===== config.mk =====
export PLATFORM = sky130hd
export DESIGN_NAME = rf_wr_ctrl
export DESIGN_NICKNAME = d
export VERILOG_FILES = /design/src/rtl/rf_wr_ctrl.sv
export SDC_FILE = /design/constraint.sdc
export NUM_CORES = 1
export LEC_CHECK = 0
export BUFFER_PORTS_ARGS = -buffer_cell sky130_fd_sc_hd__buf_2
export CORE_UTILIZATION = 40
export DETAILED_ROUTE_END_ITERATION = 16
export HOLD_SLACK_MARGIN = 0.1
export PLACE_DENSITY = 0.72
export SYNTH_ARGS = -nofsm -noshare
export SYNTH_HDL_FRONTEND = slang
export SYNTH_SLANG_ARGS = --single-unit

===== constraint.sdc =====
create_clock -name clk -period 2.18 [get_ports clk]
set_clock_uncertainty 0.2 [all_clocks]
set_input_delay 0.545 -clock clk [delete_from_list [all_inputs] [get_ports clk]]
set_output_delay 0.545 -clock clk [all_outputs]
set_load 0.01 [all_outputs]

===== src/rtl/rf_wr_ctrl.sv =====
// rf_wr_ctrl: write-port controller for a 2R1W register file.
// After reset (or on clr_req) it clears registers 1..NREG-1 to zero. It then
// arbitrates the single write port between the core writeback path and a
// debug/loader port. Core has priority, and a starvation guard forces a
// debug grant after STARVE_LIM consecutive denied cycles.
module rf_wr_ctrl #(
  parameter int unsigned AW         = 5,
  parameter int unsigned DW         = 32,
  parameter int unsigned NREG       = 32,
  parameter int unsigned STARVE_LIM = 4
) (
  input  logic          clk,
  input  logic          rst_n,
  input  logic          clr_req,
  input  logic          core_valid,
  input  logic [AW-1:0] core_addr,
  input  logic [DW-1:0] core_wd,
  output logic          core_ready,
  input  logic          dbg_valid,
  input  logic [AW-1:0] dbg_addr,
  input  logic [DW-1:0] dbg_wd,
  output logic          dbg_ready,
  output logic          we3,
  output logic [AW-1:0] a3,
  output logic [DW-1:0] wd3,
  output logic          init_done
);

  localparam int unsigned SW = $clog2(STARVE_LIM + 1);
  localparam logic [AW-1:0] LAST_ADDR = AW'(NREG - 1);
  localparam logic [SW-1:0] STARVE_MAX = SW'(STARVE_LIM);

  typedef enum logic {INIT, RUN} state_t;

  state_t        state;
  logic [AW-1:0] clr_cnt;
  logic [SW-1:0] starve;

  logic          force_dbg;
  logic          core_go;
  logic          dbg_go;
  logic          go;
  logic [AW-1:0] win_addr;
  logic [DW-1:0] win_wd;
  logic          addr_ok;

  // Arbitration: ready flags, winner selection and write-address legality.
  always_comb begin
    force_dbg  = 1'b0;
    core_ready = 1'b0;
    dbg_ready  = 1'b0;
    if (state == RUN) begin
      force_dbg  = (starve == STARVE_MAX);
      core_ready = !force_dbg;
      dbg_ready  = force_dbg || !core_valid;
    end
    core_go  = core_valid && core_ready;
    dbg_go   = dbg_valid && dbg_ready;
    go       = core_go || dbg_go;
    win_addr = core_go ? core_addr : dbg_addr;
    win_wd   = core_go ? core_wd : dbg_wd;
    // Address 0 and out-of-range addresses complete the handshake but are not written.
    addr_ok  = (win_addr != '0) && ((AW+1)'(win_addr) < (AW+1)'(NREG));
  end

  // State, clear sequencing, starvation counting and the registered write port.
  always_ff @(posedge clk) begin
    if (!rst_n) begin
      state     <= INIT;
      clr_cnt   <= AW'(1);
      starve    <= '0;
      we3       <= 1'b0;
      a3        <= '0;
      wd3       <= '0;
      init_done <= 1'b0;
    end else begin
      case (state)
        INIT: begin
          we3     <= 1'b1;
          a3      <= clr_cnt;
          wd3     <= '0;
          clr_cnt <= clr_cnt + AW'(1);
          if (clr_cnt == LAST_ADDR) begin
            state     <= RUN;
            init_done <= 1'b1;
          end
        end
        RUN: begin
          we3 <= go && addr_ok;
          if (go) begin
            a3  <= win_addr;
            wd3 <= win_wd;
          end
          if (!dbg_valid || dbg_go) begin
            starve <= '0;
          end else if (!force_dbg) begin
            starve <= starve + SW'(1);
          end
          // The transfer accepted in this cycle still lands on this edge.
          if (clr_req) begin
            state     <= INIT;
            clr_cnt   <= AW'(1);
            starve    <= '0;
            init_done <= 1'b0;
          end
        end
        default: begin
          state <= INIT;
        end
      endcase
    end
  end

endmodule


==> results.txt <==
----------------------------------------------------
[Worst setup path]
  Arr. time, crit path ... 1.37 ns
  Critical Path Fanout Max ... 4
  Startpoint-to-endpoint class of the critical path ... flip-flop to output pin
  Critical-path cell list ... inv_2, ha_4, a21bo_2, and2_1, buf_2
  Standard cell with the maximum stage delay on the critical path ... sky130_fd_sc_hd__dfxtp_2
  CP startpoint kind ... flip-flop
  Data required, critical path ... 1.43 ns
  Kind of end point of the critical path ... output pin
  Number of cells on the worst reg-to-reg path ... 7
  Slowest cell delay on critical path ... 0.34 ns

[STA]
  Final-report hold violation count ... 0
  Time the final worst path needs with I/O delays and setup ... 2.11 ns
  Maximum clock frequency ... 474 MHz
  Setup Total Neg Slack ... 0 ns
  Final period utilization ... 96.9%
  Tightest Pin Transition ... 0.535 ns
  Setup repair after global routing missed its margin ... no
  Number of slew-limit violations in the final report ... 0
  Relative slew margins ... 64.3%
  Setup-failing EPs final ... 0

[Power]
  IR drop worst, VDD ... 0.327 mV
  P_leak ... 1.50 nW
  Total power per unit cell area ... 535 nW/um^2

[Drt]
  Routed Antenna Nets ... 0
  Vias ... 2194
  Routed wire per std cell ... 12.4 um
  Post-Route WL ... 5440 um
  Number of optimization iterations in the first detailed-route pass ... 4
  Number of DRC markers in iteration 0 ... 63
  Count of unresolved DRC violations after routing ... 0
  Vias per Instance ... 5.01

[Placed design]
  Placed cell areas ... 2910 um^2
  Port bufs ... 119
  Total half-perimeter wirelength after legalization and detailed placement ... 4150 um
  Global placer's final weighted congestion ... 0.821

[Synthesis]
  Sequential cell area fraction in the yosys report ... 42.1%
  Count of flip-flops with a built-in enable after synthesis ... 0
  Yosys synthesis warning count ... 0
  Synth async-reset ratio ... 0%
  Largest area contributor in the synthesized netlist ... sky130_fd_sc_hd__dfxtp_1
  Number of nets produced by synthesis ... 331
  Distinct cell type count after synthesis ... 37
  Total standard cell area after synthesis ... 2280 um^2
  Post-Syn Area per Cell ... 9.21 um^2
  Primary FF master, synth ... sky130_fd_sc_hd__dfxtp_1
  Post-synthesis cell count ... 248
  FF+latch count, synth ... 48
  Area share of the leading cell type in the synthesized netlist ... 42.1%
  Cells taking the most area after synthesis ... sky130_fd_sc_hd__dfxtp_1, sky130_fd_sc_hd__mux2i_1, sky130_fd_sc_hd__a211oi_1

[Floorplan]
  Die span in x ... 77.6 um
  Count of pins on the block boundary ... 120
  Number of placement rows ... 27
  Total die area ... 6010 um^2
  Starting density of the core ... 41.5%
  Core area ... 5510 um^2
  Die height ... 77.6 um

[Final layout]
  Most frequent standard cell in the layout excluding fill and tap cells ... sky130_fd_sc_hd__buf_2
  Share of post-route cells with drive strength above 1 ... 39.9%
  Nets ... 449
  Leading cell types in the layout, fill and taps excluded ... sky130_fd_sc_hd__buf_2, sky130_fd_sc_hd__nor2_1, sky130_fd_sc_hd__dfxtp_1
  Area Growth Syn to Fin ... 32.2%
  Area taken by flip-flops and latches ... 963 um^2
  Area of the multi-input gates ... 1190 um^2
  Number of inserted diodes ... 0
  Number of filler cells placed in the layout ... 547
  Final instance area ... 3020 um^2

[Clock network]
  Root buf cell ... sky130_fd_sc_hd__clkbuf_8
  Number of H-tree branching levels ... 2
  Maximum root-to-sink buffer count ... 2
  Sinks on Clock Net ... 48
  TritonCTS clock tree ... yes
  Clk slew on worst S/H paths ... 0.09 ns
  Clock network latency to the later pin of the worst-skew pair ... 0.29 ns
  Number of buffers added by the clock tree synthesis step ... 5

[Job]
  Count of max-cap constraint violations ... 0

[Global routing]
  Pin count of the biggest net entering global routing ... 32
  Antenna violations before repair ... 0
  Aggregate global-route resource usage ... 18.1%
  Leftover overflow at the end of global routing ... 0
  Wire length of the first global-routing pass ... 8780 um
  Vias in the first global route ... 1932

[Run status]
  Outcome ... complete, no violations

[Min path]
  Type of the worst min-delay path ... flip-flop to flip-flop
  WHS Path Cells ... 1

----------------------------------------------------
[cell usage after synthesis, types with 2 or more instances]
cell / n
sky130_fd_sc_hd__buf_1: 3
sky130_fd_sc_hd__nand2b_1: 3
sky130_fd_sc_hd__nand3_1: 2
sky130_fd_sc_hd__a22o_1: 5
sky130_fd_sc_hd__nand3b_1: 2
sky130_fd_sc_hd__and2_1: 4
sky130_fd_sc_hd__nor4_1: 2
sky130_fd_sc_hd__buf_6: 6
sky130_fd_sc_hd__buf_2: 8
sky130_fd_sc_hd__dfxtp_1: 48
sky130_fd_sc_hd__a21oi_1: 4
sky130_fd_sc_hd__nand2_1: 19
sky130_fd_sc_hd__inv_1: 3
sky130_fd_sc_hd__mux2i_1: 33
sky130_fd_sc_hd__a211oi_1: 31
sky130_fd_sc_hd__a31oi_1: 5
sky130_fd_sc_hd__nor2b_1: 2
sky130_fd_sc_hd__nor2_1: 46
sky130_fd_sc_hd__ha_1: 4
[cell families after synthesis]
logic type	after synthesis	share of synthesized area, %
flops	48	42.1
simple gates	83	15.8
xor+xnor	1	0.384
buf+inv	22	6.19
fa+ha+maj	4	2.19
mux	34	15.0
compound gates	56	18.4
[critical path, delay by kind of cell (launching register included)]
family          cells  cell delay, ns
simple gates        1            0.16
compound gates      1            0.23
buf+inv             2            0.18
fa+ha+maj           1            0.16
flops               1            0.34
[routing by layer]
| layer | routed length, um | vias to the layer above | GRT usage [%] |
|---|---|---|---|
| met3 | 327 | 6 | 4.00 |
| met5 | 0 | - | 0 |
| met1 | 2520 | 978 | 23.4 |
| met4 | 68 | 0 | 6.42 |
| met2 | 2530 | 83 | 29.6 |
| li1 | - | 1127 | - |
[final timing paths]
path | from | slack (ns) | endpoint
max | starve[1] | 0.07 | dbg_ready
min | a3[4] | 0.28 | a3[4]
max reg2reg | starve[1] | 0.34 | wd3[11]
min reg2reg | a3[4] | 0.28 | a3[4]
[metrics by stage]
stage / setup slack, ns / power [W] / util, % / hold slack [ns] / std cells
finish: 0.0682 / 0.00161 / 54.8 / 0.280 / 438
CTS: 0.00221 / 0.00164 / 54.5 / 0.273 / 437
floorplan: 0.178 / 0.00104 / - / 0.281 / 248
global route: 0.0155 / 0.00170 / 54.8 / 0.275 / 438
global placement: 0.251 / 0.00113 / 52.9 / 0.254 / 430
detailed placement: 0.190 / 0.00113 / 52.9 / 0.261 / 430
[layout make-up]
class | instances | share of cell area [%]
clock buffer | 5 | 2.28
clock inverter | 2 | 0.415
inverter | 3 | 0.373
multi-input combinational | 178 | 39.6
sequential | 48 | 31.9
tap | 72 | 2.99
timing repair buffer | 130 | 22.5
[sequential cells by signal, summed over array words and instances (netlist names)]
signal	flops
a3	5
we3	1
state	1
starve	3
init_done	1
wd3	32
clr_cnt	5
[repair_timing]
| item | 4_1_cts | 5_1_grt |
|---|---|---|
| hold buffers | 0 | 0 |
| setup endpoints to repair | 1 | 1 |
| gates cloned | 0 | 0 |
| buffers inserted | 0 | 1 |
| gates resized for setup | 2 | 4 |
| pin swaps | 0 | 1 |
[where the power goes]
group	switching [W]	internal, W	leakage [nW]
registers	0.00000931	0.000888	0.389
clock network	0.000285	0.000218	0.0400
logic	0.000104	0.000110	1.07
Power figures use the tool's default switching activity.
